## src/rtl/axi_stream_merge_channel.sv

```systemverilog
// axi_stream_merge_channel
//
// Rejoins a packet that an upstream splitter divided into a head channel
// (first split_len beats, terminated by an inserted tlast) and a tail channel
// (the remaining beats). One head packet is drained from s0. If its length
// matches the latched split length, its tlast is suppressed and exactly one
// tail packet is then drained from s1. The merged beats go through a
// 2-entry register skid buffer, so every m_* output comes from a flop.
//
// Ports
//   clock, rst        : single rising-edge clock, synchronous active-high reset
//   split_len[15:0]   : head length used by the splitter (0 = passthrough)
//   s0_*              : head channel (tdata/tkeep/tuser/tlast/tvalid/tready)
//   s1_*              : tail channel (tdata/tkeep/tuser/tlast/tvalid/tready)
//   m_*               : merged output stream
//   len_err           : 1-cycle pulse when a head packet exceeds split_len
//   pkt_cnt[15:0]     : number of merged packets written, wraps at 0xFFFF
module axi_stream_merge_channel #(
  parameter int DSIZE = 8,
  parameter int KSIZE = DSIZE / 8,
  parameter int USIZE = 1
) (
  input  logic             clock,
  input  logic             rst,
  input  logic [15:0]      split_len,

  input  logic [DSIZE-1:0] s0_tdata,
  input  logic [KSIZE-1:0] s0_tkeep,
  input  logic [USIZE-1:0] s0_tuser,
  input  logic             s0_tlast,
  input  logic             s0_tvalid,
  output logic             s0_tready,

  input  logic [DSIZE-1:0] s1_tdata,
  input  logic [KSIZE-1:0] s1_tkeep,
  input  logic [USIZE-1:0] s1_tuser,
  input  logic             s1_tlast,
  input  logic             s1_tvalid,
  output logic             s1_tready,

  output logic [DSIZE-1:0] m_tdata,
  output logic [KSIZE-1:0] m_tkeep,
  output logic [USIZE-1:0] m_tuser,
  output logic             m_tlast,
  output logic             m_tvalid,
  input  logic             m_tready,

  output logic             len_err,
  output logic [15:0]      pkt_cnt
);

  // Beat layout inside the buffer: {tlast, tuser, tkeep, tdata}
  localparam int BW = DSIZE + KSIZE + USIZE + 1;

  typedef enum logic {HEAD = 1'b0, TAIL = 1'b1} state_t;

  state_t          state, state_n;
  logic [15:0]     hcnt, hcnt_n;
  logic [15:0]     sl_q, sl_n, sl_cur;
  logic [16:0]     hcnt_inc;
  logic            len_err_n;
  logic            pkt_inc;
  logic            wr_en;
  logic            wr_last;
  logic [BW-1:0]   wr_beat;

  // Output register (what m_* shows) and the skid register behind it
  logic            out_vld;
  logic [BW-1:0]   out_beat;
  logic            skid_vld;
  logic [BW-1:0]   skid_beat;

  // Held low through reset so the readies rise only the cycle after rst drops
  logic            active;
  logic            in_ready;
  logic            head_hs;
  logic            tail_hs;
  logic            pop;

  // Readies see only flops: no path from m_tready to s*_tready
  assign in_ready  = active && !skid_vld;
  assign s0_tready = in_ready && (state == HEAD);
  assign s1_tready = in_ready && (state == TAIL);

  assign head_hs = s0_tvalid && s0_tready;
  assign tail_hs = s1_tvalid && s1_tready;
  assign pop     = out_vld && m_tready;

  // split_len is sampled on the first head beat (hcnt still 0) and held
  // for the rest of the packet
  assign sl_cur   = (hcnt == 16'd0) ? split_len : sl_q;
  assign hcnt_inc = {1'b0, hcnt} + 17'd1;

  always_comb begin
    state_n   = state;
    hcnt_n    = hcnt;
    sl_n      = sl_q;
    len_err_n = 1'b0;
    pkt_inc   = 1'b0;
    wr_en     = 1'b0;
    wr_last   = s0_tlast;
    wr_beat   = {s0_tlast, s0_tuser, s0_tkeep, s0_tdata};
    case (state)
      HEAD: begin
        if (head_hs) begin
          wr_en = 1'b1;
          if (hcnt == 16'd0) sl_n = split_len;
          if (s0_tlast) begin
            hcnt_n = 16'd0;
            if ((sl_cur != 16'd0) && (hcnt_inc == {1'b0, sl_cur})) begin
              // Inserted tlast: hide it and wait for the tail
              wr_last = 1'b0;
              state_n = TAIL;
            end else begin
              pkt_inc = 1'b1;
            end
            if ((sl_cur != 16'd0) && (hcnt_inc > {1'b0, sl_cur})) len_err_n = 1'b1;
          end else if (hcnt != 16'hFFFF) begin
            hcnt_n = hcnt_inc[15:0];
          end
        end
        wr_beat = {wr_last, s0_tuser, s0_tkeep, s0_tdata};
      end
      TAIL: begin
        wr_beat = {s1_tlast, s1_tuser, s1_tkeep, s1_tdata};
        if (tail_hs) begin
          wr_en = 1'b1;
          if (s1_tlast) begin
            state_n = HEAD;
            pkt_inc = 1'b1;
          end
        end
      end
      default: state_n = HEAD;
    endcase
  end

  always_ff @(posedge clock) begin
    if (rst) begin
      state   <= HEAD;
      hcnt    <= 16'd0;
      sl_q    <= 16'd0;
      len_err <= 1'b0;
      pkt_cnt <= 16'd0;
      active  <= 1'b0;
    end else begin
      state   <= state_n;
      hcnt    <= hcnt_n;
      sl_q    <= sl_n;
      len_err <= len_err_n;
      pkt_cnt <= pkt_cnt + {15'd0, pkt_inc};
      active  <= 1'b1;
    end
  end

  // Skid buffer: a write lands in the output register when it is free or
  // draining, otherwise in the skid register. Writes never arrive while the
  // skid register is occupied because the input readies are low then.
  always_ff @(posedge clock) begin
    if (rst) begin
      out_vld  <= 1'b0;
      out_beat <= '0;
      skid_vld <= 1'b0;
    end else if (skid_vld) begin
      if (pop) begin
        out_beat <= skid_beat;
        skid_vld <= 1'b0;
      end
    end else if (wr_en) begin
      if (!out_vld || pop) begin
        out_beat <= wr_beat;
        out_vld  <= 1'b1;
      end else begin
        skid_beat <= wr_beat;
        skid_vld  <= 1'b1;
      end
    end else if (pop) begin
      out_vld <= 1'b0;
    end
  end

  assign m_tvalid = out_vld;
  assign m_tdata  = out_beat[DSIZE-1:0];
  assign m_tkeep  = out_beat[DSIZE +: KSIZE];
  assign m_tuser  = out_beat[DSIZE+KSIZE +: USIZE];
  assign m_tlast  = out_beat[BW-1];

endmodule
```

## config.mk

```make
export PLATFORM = sky130hd
export DESIGN_NAME = axi_stream_merge_channel
export DESIGN_NICKNAME = d
export VERILOG_FILES = /design/src/rtl/axi_stream_merge_channel.sv
export SDC_FILE = /design/constraint.sdc
export NUM_CORES = 1
export LEC_CHECK = 0
export CORE_MARGIN = 2
export CORE_UTILIZATION = 57
export DETAILED_ROUTE_END_ITERATION = 10
export PLACE_DENSITY = 0.86
export RECOVER_POWER = 50
export SLEW_MARGIN = 0
export SYNTH_ARGS = -nofsm -noshare
export SYNTH_HDL_FRONTEND = slang
export SYNTH_SLANG_ARGS = --single-unit
```

## constraint.sdc

```tcl
create_clock -name clock -period 6.5 [get_ports clock]
set_clock_uncertainty 0.1 [all_clocks]
set_input_delay 0.975 -clock clock [delete_from_list [all_inputs] [get_ports clock]]
set_output_delay 0.975 -clock clock [all_outputs]
set_load 0.005 [all_outputs]
```

==> flow_summary.toml <==
[routing]
wl_met2_um = 4672
ant_nets = 0
wl_met3_um = 488
drc = 0
wl_um = 9761
drtIter0Drc = 212
wl_per_cell_um = 16.41
via_count = 3464
firstDrtPassIters = 5
viasPerCell = 5.822
wl_met1_um = 4367
routed.top_layer = "met4"

[setup_path]
critPathTopFamily = "simple AND/OR/NAND/NOR gates"
cp.required_ns = 6.54
cp-start-kind = "register"
cp_num_buf_inv = 0
crit_top_cell = "ha_1"
cpMaxStageDelayCell = "or4b_2"
end_kind = "register"
slowest_delay_ns = 0.65
crit_fanout = 7
path_cells = "ha_1 -> nand4_4 -> nor3_1 -> nand3_1 -> xnor2_1 -> ha_1 -> nand4_1 -> nor2_1 -> or4b_2 -> nor2_1 -> o21ai_0 -> ha_1 -> ha_1 -> and3_1 -> nand4_1 -> xor2_1 -> nor2_1"
cp_data_arrival_time_ns = 4.76
path_class = "reg2reg"

[run_status]
violations = "capacitance limit, slew limit"
status = "finished, violations left"

[final_layout]
drive_gt1_share_pct = 10.08
finalNonFillerCells = 595
nNetsFinal = 555
multiInputGateArea_um2 = 2361
finalInstanceArea_um2 = 5099
layout_commonest_cell = "dfxtp_1"
register_area_um2 = 1612
syn2layout_area_growth_pct = 22.89
final_cell_mix = "64 x dfxtp_1, 54 x nor2_1, 54 x clkdlybuf4s50_1, 29 x mux2i_1, 23 x a211oi_1"
nFillCells = 551
n_antenna_cell = 0

[placement]
placed_area_um2 = 4901
gp_congestion = 0.8151
dp.cells = 579
hpwl_um = 7004
portBuffers = 73

[yosys]
ys_warn_count = 0
synth-async-reset-ratio_pct = 0
syn-num-nets = 496
syn_area_um2 = 4149
synth_edf_count = 11
synth-seq-cells = 75
synthFlopType = "dfxtp_1"
synth.avg_cell_area_um2 = 9.604
synthCells = 432
yosysSeqAreaShare_pct = 38.84
ys_types = 51

[floorplanning]
dieArea_um2 = 7977
die_h_um = 89.32
ios = 74
coreArea_um2 = 7137
start_util_pct = 58.13
rows = 31
die_w_um = 89.32

[cts]
post_cts_resized = 0
cts-htree-levels = 3
post-cts-setup-buffers = 0
clk_latency_ns = 0.35
clockBufferDepth = 2
cts_tree = "yes"
clk_pin_slew_ns = 0.09
ctsRootBufferMaster = "clkbuf_8"
cts_sinks = 75
cts_buffers = 9
hold_buffers = 0

[global_route]
first_global_vias = 3341
track_usage_pct = 25.30
grt_first_pass_wirelength_um = 15600
grt-ovfl-total = 0
grt_max_degree = 66
antenna_found_initial = 0

[timing]
setup_viol = 0
tightest_slew_ns = 3.050
fmax_mhz = 211.9
finalCriticalPeriod_ns = 4.719
hold_viol = 0
timing.slew.headroom_pct = -103.3
rsz0062_at_grt = "false"
tns_ns = 0
timing.final.crit_share_pct = 72.59
slew_viol_final = 66

[power_and_ir_drop]
powerDensity_nw_per_um2 = 194.7
vdd_drop_max_uv = 127.6
leakagePower_nw = 2.019

[worst_hold_path]
worstHoldPathType = "reg2reg"

[run]
drv_cap = 1
## layer usage
layer	GRT usage (%)	up-vias
met1	32.30	1624
met4	11.67	0
met5	0	-
met3	5.171	26
met2	41.21	117
li1	-	1697
## Yosys cell counts (2+ instances only)
library cell	number	area share, %
mux2i_1	29	7.0
buf_2	8	0.97
nand2_1	12	1.1
dfxtp_1	64	31
nand4_1	11	1.7
nor3_1	8	0.97
clkbuf_2	4	0.48
a21oi_2	3	0.63
inv_1	11	1.0
mux2_2	21	5.7
a41oi_1	5	1.1
clkbuf_1	11	1.0
and2_1	3	0.45
nand3_1	16	1.9
nand4_4	2	1.0
a22oi_1	6	1.1
buf_4	3	0.54
nor2_1	54	4.9
ha_1	21	6.3
a211oi_2	3	0.90
a211oi_1	23	4.2
a21o_1	2	0.36
nor4_1	11	1.7
nor2b_1	6	0.90
xor2_1	17	3.6
buf_1	3	0.27
o31ai_1	2	0.36
a21oi_1	18	2.2
and3_1	9	1.4
o21ai_0	5	0.60
edfxtp_1	11	8.0
xnor2_1	11	2.3
## kinds of logic after synthesis
kind of cell	count (synthesis)	synth area share, %
AO/OA/AOI/OAI	72	12.45
XOR/XNOR	28	5.911
adder cells (fa/ha/maj)	21	6.333
buffers and inverters	41	4.614
flip-flops	75	38.84
multiplexers	51	12.97
AND/OR/NAND/NOR	144	18.88
## flip-flops by register name, summed over array words and instances, names as in the netlist, 11 cells and up
| register | count |
|---|---|
| sl_q | 16 |
| hcnt | 16 |
| pkt_cnt | 16 |
| out_beat | 11 |
| skid_beat | 11 |
## power breakdown
group / switching (mW) / internal [mW]
registers: 0.0102 / 0.483
clock network: 0.194 / 0.184
logic: 0.0579 / 0.0633
total: 0.263 / 0.730
## tightest hold or removal path, cell delays in order, from the launching register on
cell and delay, ns:
dfxtp_1 0.33, mux2i_1 0.07, nor2_1 0.07
## cell type report
class | count | share of cell area (%)
multi-input cells | 316 | 46.31
flip-flops and latches | 75 | 31.61
repair buffers | 78 | 14.82
clock buffers | 9 | 2.429
well taps | 99 | 2.429
clock inverters | 7 | 1.595
inverters | 11 | 0.8098
## stage by stage
stage | hold WS [ns] | total power [mW] | worst slack [ns] | util, %
after global placement | 0.3773 | 0.6195 | 2.114 | 68.67
after global routing | 0.4426 | 1.026 | 1.393 | 71.44
final | 0.4034 | 0.9926 | 1.781 | 71.44
after floorplan | 0.3840 | 0.5702 | 2.482 | -
after CTS | 0.4113 | 0.9961 | 1.895 | 71.55
after detailed placement | 0.3924 | 0.6248 | 1.916 | 68.67
## final timing paths
path,startpoint,end,slack [ns],cells after the start
worst min-delay path,out_beat[9]$_SDFFE_PP0P_,out_beat[9]$_SDFFE_PP0P_,0.40,2
worst max register to register,hcnt[0]$_SDFFE_PP0P_,pkt_cnt[12]$_SDFF_PP0_,1.78,17
worst max-delay path,hcnt[0]$_SDFFE_PP0P_,pkt_cnt[12]$_SDFF_PP0_,1.78,17
worst min register to register,out_beat[9]$_SDFFE_PP0P_,out_beat[9]$_SDFFE_PP0P_,0.40,2
Power figures use the tool's default switching activity.
